### src/rtl/rvb_xperm_seq.sv
// rvb_xperm_seq
//   Multi-cycle sequencer for the Zbkx crossbar permutations xperm.n and
//   xperm.b on RV32. It accepts one request over a valid/ready handshake and
//   latches the operands. It then evaluates LANES_PER_CYCLE result lanes per
//   clock. The finished 32-bit result is held until writeback takes it.
//
// Parameters
//   LANES_PER_CYCLE : lanes evaluated per RUN cycle (legal: 1, 2, 4)
//
// Ports
//   clk, reset          : clock, synchronous active-high reset
//   req_valid/req_ready : request handshake from execute
//   op_xperm_n          : nibble mode (has priority over op_xperm_b)
//   op_xperm_b          : byte mode
//   rs1                 : lookup table operand
//   rs2                 : index operand
//   flush               : abandons any in-flight request
//   res_valid/res_ready : result handshake to writeback
//   res                 : permutation result
//   busy                : sequencer not idle
module rvb_xperm_seq #(
  parameter int unsigned LANES_PER_CYCLE = 1
) (
  input  logic        clk,
  input  logic        reset,
  input  logic        req_valid,
  output logic        req_ready,
  input  logic        op_xperm_n,
  input  logic        op_xperm_b,
  input  logic [31:0] rs1,
  input  logic [31:0] rs2,
  input  logic        flush,
  output logic        res_valid,
  input  logic        res_ready,
  output logic [31:0] res,
  output logic        busy
);

  typedef enum logic [1:0] {
    ST_IDLE,
    ST_RUN,
    ST_DONE
  } state_t;

  typedef enum logic [1:0] {
    MODE_NONE,
    MODE_NIB,
    MODE_BYTE
  } mode_t;

  state_t      state;
  state_t      state_nxt;
  mode_t       mode_q;
  mode_t       mode_dec;
  logic [31:0] rs1_q;
  logic [31:0] rs2_q;
  logic [31:0] acc_q;
  logic [31:0] acc_nxt;
  logic [31:0] res_q;
  logic [3:0]  lane_cnt;
  logic [3:0]  lane_cnt_nxt;
  logic        lane_last;
  logic        accept;

  // Per-lane scratch used inside the lane-evaluation loop
  logic [2:0]  k;
  logic [4:0]  sh_n;
  logic [4:0]  sh_b;
  logic [3:0]  idx_n;
  logic [7:0]  idx_b;

  always_comb begin
    if (op_xperm_n) begin
      mode_dec = MODE_NIB;
    end else if (op_xperm_b) begin
      mode_dec = MODE_BYTE;
    end else begin
      mode_dec = MODE_NONE;
    end
  end

  // State register
  always_ff @(posedge clk) begin
    if (reset) begin
      state <= ST_IDLE;
    end else begin
      state <= state_nxt;
    end
  end

  // Next state and handshake outputs
  always_comb begin
    state_nxt = state;
    req_ready = 1'b0;
    res_valid = 1'b0;
    accept    = 1'b0;
    busy      = (state != ST_IDLE);
    unique case (state)
      ST_IDLE: begin
        req_ready = ~reset;
        // A flush in the same cycle kills the request before it is taken
        accept    = req_valid & ~reset & ~flush;
        if (accept) begin
          state_nxt = (mode_dec == MODE_NONE) ? ST_DONE : ST_RUN;
        end
      end
      ST_RUN: begin
        if (lane_last) begin
          state_nxt = ST_DONE;
        end
      end
      ST_DONE: begin
        res_valid = 1'b1;
        if (res_ready) begin
          state_nxt = ST_IDLE;
        end
      end
      default: state_nxt = ST_IDLE;
    endcase
    if (flush) begin
      state_nxt = ST_IDLE;
    end
  end

  // Lane evaluation: lanes lane_cnt .. lane_cnt+LANES_PER_CYCLE-1.
  // Indices are range-checked on the full lane width, so out-of-range
  // values (nibble 8..15, byte 4..255) yield a zero lane.
  always_comb begin
    acc_nxt = acc_q;
    k       = '0;
    sh_n    = '0;
    sh_b    = '0;
    idx_n   = '0;
    idx_b   = '0;
    for (int unsigned j = 0; j < LANES_PER_CYCLE; j++) begin
      k = lane_cnt[2:0] + 3'(j);
      if (mode_q == MODE_NIB) begin
        sh_n  = {k, 2'b00};
        idx_n = rs2_q[sh_n +: 4];
        if (idx_n[3]) begin
          acc_nxt[sh_n +: 4] = '0;
        end else begin
          acc_nxt[sh_n +: 4] = rs1_q[{idx_n[2:0], 2'b00} +: 4];
        end
      end else if (mode_q == MODE_BYTE) begin
        sh_b  = {k[1:0], 3'b000};
        idx_b = rs2_q[sh_b +: 8];
        if (idx_b < 8'd4) begin
          acc_nxt[sh_b +: 8] = rs1_q[{idx_b[1:0], 3'b000} +: 8];
        end else begin
          acc_nxt[sh_b +: 8] = '0;
        end
      end
    end
  end

  assign lane_cnt_nxt = lane_cnt + 4'(LANES_PER_CYCLE);
  assign lane_last    = (mode_q == MODE_NIB) ? (lane_cnt_nxt >= 4'd8)
                                             : (lane_cnt_nxt >= 4'd4);

  // Operand capture, accumulator and result register
  always_ff @(posedge clk) begin
    if (reset) begin
      rs1_q    <= '0;
      rs2_q    <= '0;
      mode_q   <= MODE_NONE;
      acc_q    <= '0;
      lane_cnt <= '0;
      res_q    <= '0;
    end else if (accept) begin
      rs1_q    <= rs1;
      rs2_q    <= rs2;
      mode_q   <= mode_dec;
      acc_q    <= '0;
      lane_cnt <= '0;
      if (mode_dec == MODE_NONE) begin
        res_q <= '0;
      end
    end else if (state == ST_RUN && !flush) begin
      acc_q    <= acc_nxt;
      lane_cnt <= lane_cnt_nxt;
      if (lane_last) begin
        res_q <= acc_nxt;
      end
    end
  end

  assign res = res_q;

endmodule

### config.mk
export PLATFORM = sky130hd
export DESIGN_NAME = rvb_xperm_seq
export DESIGN_NICKNAME = d
export VERILOG_FILES = /design/src/rtl/rvb_xperm_seq.sv
export SDC_FILE = /design/constraint.sdc
export NUM_CORES = 1
export LEC_CHECK = 0
export ABC_AREA = 1
export BUFFER_PORTS_ARGS = -buffer_cell sky130_fd_sc_hd__buf_2
export CORE_ASPECT_RATIO = 0.5
export CORE_MARGIN = 10
export CORE_UTILIZATION = 52
export DETAILED_ROUTE_END_ITERATION = 10
export MAX_ROUTING_LAYER = met4
export PLACE_DENSITY = 0.86
export SETUP_SLACK_MARGIN = 0.3
export SLEW_MARGIN = 25
export SYNTH_ARGS = -nofsm -noshare
export SYNTH_HDL_FRONTEND = slang
export SYNTH_SLANG_ARGS = --single-unit
### constraint.sdc
create_clock -name clk -period 2.61 [get_ports clk]
set_clock_uncertainty 0.15 [all_clocks]
set_input_delay 0.1305 -clock clk [delete_from_list [all_inputs] [get_ports clk]]
set_output_delay 0.1305 -clock clk [all_outputs]
set_load 0.005 [all_outputs]
* Word-level counts from Yosys, hierarchy flattened *
Index checks and enable logic that the tools add are counted.

operators by class
  add/sub/neg operators = 3
  $lt $le $gt $ge = 3
  equal/unequal tests = 8
  shifts and indexed selects = 10
  multiplexer cells = 23
  bitwise gates (word level) = 4
  reductions and logical operators = 11

operators with widths
  kind                                                                                  number
  32-bit 2-to-1 mux                                                                     8
  32-bit bitwise mux                                                                    4
  32-bit by 6-bit variable part select with 4-bit output                                2
  32-bit by 6-bit variable part select with 8-bit output                                2
  4-bit by 7-bit variable shift with 32-bit output (first input constant)               1
  8-bit by 7-bit variable shift with 32-bit output (first input constant)               1
  4-bit by 7-bit variable part select with 32-bit output                                1
  4-bit by 7-bit variable part select with 32-bit output (first input constant)         1
  8-bit by 7-bit variable part select with 32-bit output                                1
  8-bit by 7-bit variable part select with 32-bit output (first input constant)         1
  5-bit negator with 7-bit output                                                       2
  2-bit 2-to-1 mux                                                                      6
  8-bit by 3-bit less-than comparator with 1-bit output (second input constant)         1
  2-bit != test (second input constant)                                                 3
  2-bit one-hot mux with 3 select lines                                                 1
  3-bit AND reduction                                                                   2
  2-bit nonzero test                                                                    3
  4-bit by 1-bit adder with 4-bit output (second input constant)                        1
  2-bit by 1-bit equality test with 1-bit output (second input constant)                2
  2-bit equality test (second input constant)                                           2
  4-bit by 3-bit greater-or-equal comparator with 1-bit output (second input constant)  1
  4-bit greater-or-equal comparator (second input constant)                             1
  2-bit zero test                                                                       2
  1-bit 2-to-1 mux                                                                      4
  other kinds (6)                                                                       9

word-level totals
  register bits after elaboration = 136
  input bits = 71
  output and inout port bits = 35
  logic and storage cells = 69

* Longest topological paths before layout *
  word-level depth = 10
  mapped depth = 18
  depth with buffers taken out = 15

* Worst setup path after synthesis *
No wires, ideal clock.

  path kind = register to register
  start = register lane_cnt[0]
  end = register res_q[16] (netlist: res[16])
  setup time = 0.070 ns
  arrival = 2.366 ns
  data required time = 2.390 ns
  setup slack = 0.024 ns
  stages on the path, launching flop included = 14
  buffers on the path = 3
  period minus slack after synthesis = 2.586 ns
  cell sequence = dfxtp_1 > buf_6 > inv_4 > buf_12 > buf_8 > ha_1 > ha_1 > inv_1 > nor2_1 > nand3_1 > or2_1 > o21ai_1 > nand3_1 > a21oi_1

between the ends
  elaborated cells on any way between the ends = 30
  classes of those cells = add/sub (3); order compare (3); shift (10); mux (12); reduce/logical (2)

RTL lines
  what                                                                                                               line      text
  start, declared                                                                                                    60        logic [3:0] lane_cnt;
  start signal, assigned                                                                                             181       lane_cnt <= lane_cnt_nxt;
  4-bit by 1-bit adder with 4-bit output *                                                                           157       assign lane_cnt_nxt = lane_cnt + 4'(LANES_PER_CYCLE);
  via lane_cnt_nxt[0]                                                                                                61        logic [3:0] lane_cnt_nxt;
  4-bit by 3-bit greater-or-equal comparator with 1-bit output or 4-bit greater-or-equal comparator (tied branches)  159, 158
  1-bit 2-to-1 mux *                                                                                                 158       assign lane_last = (mode_q == MODE_NIB) ? (lane_cnt_nxt >= 4'd8)
  2-bit nonzero test (no line) *                                                                                     -
  3-bit AND reduction (no line) *                                                                                    -
  end signal, assigned                                                                                               183       res_q <= acc_nxt;
  end, declared                                                                                                      59        logic [31:0] res_q;

Mark *: on every way through the listed nets, which the timed path passes. The rest lies on a longest branch. The select of a mux whose other input is x is not followed.
A chain may end at the register's enable or synchronous reset.

* Worst setup path after layout *
  start = register lane_cnt[0]
  end = register res_q[22] (netlist: res[22])

between the ends
  longest elaborated chain between the ends = 10
  elaborated cells on any way between the ends = 30
  classes of those cells = add/sub (3); order compare (3); shift (10); mux (12); reduce/logical (2)

ends and longest elaborated chain
  what                                                    line  text
  32-bit by 6-bit variable part select with 8-bit output  147   idx_b = rs2_q[sh_b +: 8];
  32-bit by 6-bit variable part select with 8-bit output  149   acc_nxt[sh_b +: 8] = rs1_q[{idx_b[1:0], 3'b000} +: 8];
  8-bit by 7-bit variable part select with 32-bit output  149
  32-bit bitwise mux                                      149
  32-bit 2-to-1 mux                                       148   if (idx_b < 8'd4) begin
  32-bit 2-to-1 mux                                       145   end else if (mode_q == MODE_BYTE) begin
  32-bit 2-to-1 mux                                       137   if (mode_q == MODE_NIB) begin
  32-bit 2-to-1 mux                                       182   if (lane_last) begin
  32-bit 2-to-1 mux                                       179   end else if (state == ST_RUN && !flush) begin
  32-bit 2-to-1 mux                                       170   end else if (accept) begin

Parallel ways exist; a longest one is shown, timed or not. The select of a mux whose other input is x is not followed.

==> results.json <==
{
  "synth_cell_types": 46,
  "hold_viol": 0,
  "hold_class": "in -> reg",
  "wl_met2_um": 12990,
  "drive_gt1_share_pct": 25.92,
  "path_buf_inv": 2,
  "first_pass_iters": 5,
  "detailed_place_hpwl_um": 16660,
  "min_from": "reset",
  "post_drt_wl_per_cell_um": 18.97,
  "dieArea_um2": 19460,
  "synthTopCellsByArea": "dfxtp_1 (37%), nand2_1 (16%), a21oi_1 (13%)",
  "crit_path_max_fanout": 6,
  "drt-met1-wl_um": 11720,
  "reg2regPathDepth": 13,
  "first_global_vias": 8072,
  "min_to": "lane_cnt[2]$_SDFFE_PP0P_",
  "setup_viol": 0,
  "rows": 30,
  "synth-seq-cells": 136,
  "max_slew_margin_pct": 44.08,
  "synthCells": 1086,
  "fin_crit_sh_pct": 92.35,
  "fmax_mhz": 414.9,
  "yosys.area.top_type": "dfxtp_1",
  "final_cells": 1476,
  "layout_min_cycle_time_ns": 2.410,
  "cp-start-kind": "register",
  "slowest_delay_ns": 0.38,
  "h-tree-depth": 4,
  "arrival_ns": 2.62,
  "timing.final.max_slew_violations": 0,
  "yosys_warnings": 0,
  "cts_tree": "yes",
  "timing.rr.start": "lane_cnt[0]$_SDFFE_PP0P_",
  "fin_ws_ns": 0.1997,
  "syn2layout_area_growth_pct": 39.85,
  "p_leak_nw": 3.908,
  "final_common_cell": "nand2_1",
  "cts_buffers": 17,
  "power.density_nw_per_um2": 541.7,
  "wl_um": 28000,
  "synth_area_um2": 7300,
  "die_w_um": 187.6,
  "post-place-ws_ns": 0.1025,
  "r2r-end": "res[22]$_SDFFE_PP0P_",
  "via_per_inst": 5.900,
  "clk_latency_ns": 0.44,
  "cp_cell_sequence": "buf_6 > nand2_1 > nand3_2 > nand3_4 > clkbuf_16 > nand3_1 > nand3_2 > nand3_2 > nand2_4 > nand4_1 > o21bai_1 > nand3_1 > a21oi_1",
  "antenna_found_initial": 2,
  "timing.hold.ws_ns": 0.07710,
  "gp_congestion": 0.9763,
  "rrSetupSlack_ns": 0.20,
  "synth_seq_area_share_pct": 37.30,
  "synth_edf_count": 0,
  "grt_max_degree": 95,
  "run_status": "finished clean",
  "post-synth-top-area-fraction_pct": 37.30,
  "clk_pin_slew_ns": 0.06,
  "coreArea_um2": 13630,
  "start_util_pct": 53.57,
  "peakVddDrop_v": 0.0004247,
  "cp-end-kind": "register",
  "totalPowerFinal_mw": 5.530,
  "async_flop_share_pct": 0,
  "mostFrequentLayoutCells": "nand2_1 (298), a21oi_1 (176), dfxtp_1 (134)",
  "drtAntennaViolNets": 0,
  "grt-ovfl-total": 0,
  "first_iter_violations": 997,
  "criticalPathCategory": "reg -> reg",
  "worstPathRequired_ns": 2.82,
  "hold_depth": 4,
  "cp_slowest_cell": "dfxtp_4",
  "dp_cells": 1343,
  "cts_sinks": 136,
  "gr-usage-all-layers_pct": 27.21,
  "tightest_slew_ns": 0.8388,
  "worst_path_most_repeated_cell": "nand3_2",
  "crit_family": "simple AND/OR/NAND/NOR gates",
  "root_buffer": "clkbuf_16",
  "nets": 1348,
  "wl_met3_um": 2311,
  "maxUsedRoutingLayer": "met4",
  "synthFlopType": "dfxtp_1",
  "rsz0062_at_grt": "yes",
  "drcViolationCount": 0,
  "avgSynthCellArea_um2": 6.721,
  "io_buffers": 105,
  "synthesis.nets": 1166,
  "cap_violations": 0,
  "grt_pass1_wl_um": 42570,
  "setup_tns_ns": 0,
  "ioPinCount": 106,
  "die-height_um": 103.8,
  "vias": 8708,
  "cts_buffer_depth": 2
}
==> metal layers <==
metal | vias up | global-route usage (%)
met5 | - | -
met4 | 0 | 9.705
met3 | 112 | 5.455
met2 | 521 | 42.29
met1 | 4061 | 34.45
li1 | 4014 | -
==> cell families after synthesis <==
| family | after synthesis | share of synthesized area [%] |
|---|---|---|
| DFF | 136 | 37.30 |
| AOI/OAI and AO/OA | 320 | 23.41 |
| and+or+nand+nor | 494 | 29.81 |
| buffers and inverters | 125 | 7.696 |
| xor gates and xnor gates | 2 | 0.2400 |
| adders and majority gates | 9 | 1.543 |
==> worst max-delay path by stage <==
stage	from	to	slack, ns	cells after the start
2_1_floorplan	lane_cnt[0]$_SDFFE_PP0P_	res[16]$_SDFFE_PP0P_	0.31	13
3_3_place_gp	lane_cnt[1]$_SDFFE_PP0P_	res[22]$_SDFFE_PP0P_	0.12	13
3_5_place_dp	lane_cnt[0]$_SDFFE_PP0P_	res[10]$_SDFFE_PP0P_	0.10	10
4_1_cts	lane_cnt[0]$_SDFFE_PP0P_	res[16]$_SDFFE_PP0P_	0.28	13
5_1_grt	lane_cnt[0]$_SDFFE_PP0P_	acc_q[22]$_SDFFE_PP0P_	0.11	13
6_report	lane_cnt[0]$_SDFFE_PP0P_	res[22]$_SDFFE_PP0P_	0.20	13
==> registers in the layout, summed over array words and instances, names as in the netlist <==
register  count
acc_q        32
res          32
rs1_q        32
rs2_q        32
lane_cnt      4
mode_q        2
state         2
==> worst min-delay path, cell delays in order <==
cell	delay (ns)
buf_2	0.14
inv_1	0.07
nand2_1	0.20
a21oi_1	0.06
==> timing repair <==
item | CTS | global route
cloned | 1 | 4
buffers inserted | 8 | 14
gates resized for setup | 48 | 102
pin swaps | 11 | 32
endpoints found under the hold margin | 68 | 0
hold buffers | 71 | 0
setup endpoints to repair | 64 | 65
==> where the power goes <==
group | leakage (nW) | total (mW) | internal [mW] | switching (mW)
clock network | 0.296 | 2.62 | 1.60 | 1.02
registers | 1.10 | 2.17 | 2.13 | 0.0430
logic | 2.51 | 0.734 | 0.310 | 0.424
==> cells in the mapped netlist (2+ instances only) <==
library cell,number
o211ai_1,2
o21ai_2,5
inv_1,52
o21bai_2,2
a21oi_1,188
and2_1,6
nand2_4,2
nand3_4,2
inv_2,4
o21ai_1,14
buf_4,7
a21oi_2,3
buf_1,3
nor2_1,24
nand3_2,5
nand2_2,8
o21ai_0,84
nand4_2,2
ha_1,9
nor3_2,2
nand2_1,315
nor2_2,5
dfxtp_1,136
inv_4,2
buf_2,9
xor2_1,2
nand4_1,9
o21bai_1,14
nand3_1,108
buf_6,3
nor3_1,3
clkbuf_1,42
==> layout make-up <==
cell class              instances  area (um^2)
clock buffers                  17        425.4
well taps                     192        240.2
multi-input cells             826         4582
clock inverters                15        200.2
fillers                      1002         3417
flip-flops and latches        136         2728
inverters                      59        246.5
repair buffers                228         1779
diodes                          3        7.507
==> through the flow <==
stage	utilization, %	cell area, um^2
after floorplan	-	7340
after global placement	58.84	8018
after detailed placement	58.84	8018
after CTS	70.55	9613
after global routing	74.90	10210
final	74.92	10210
Note: power is estimated with default switching activity, not from simulation.
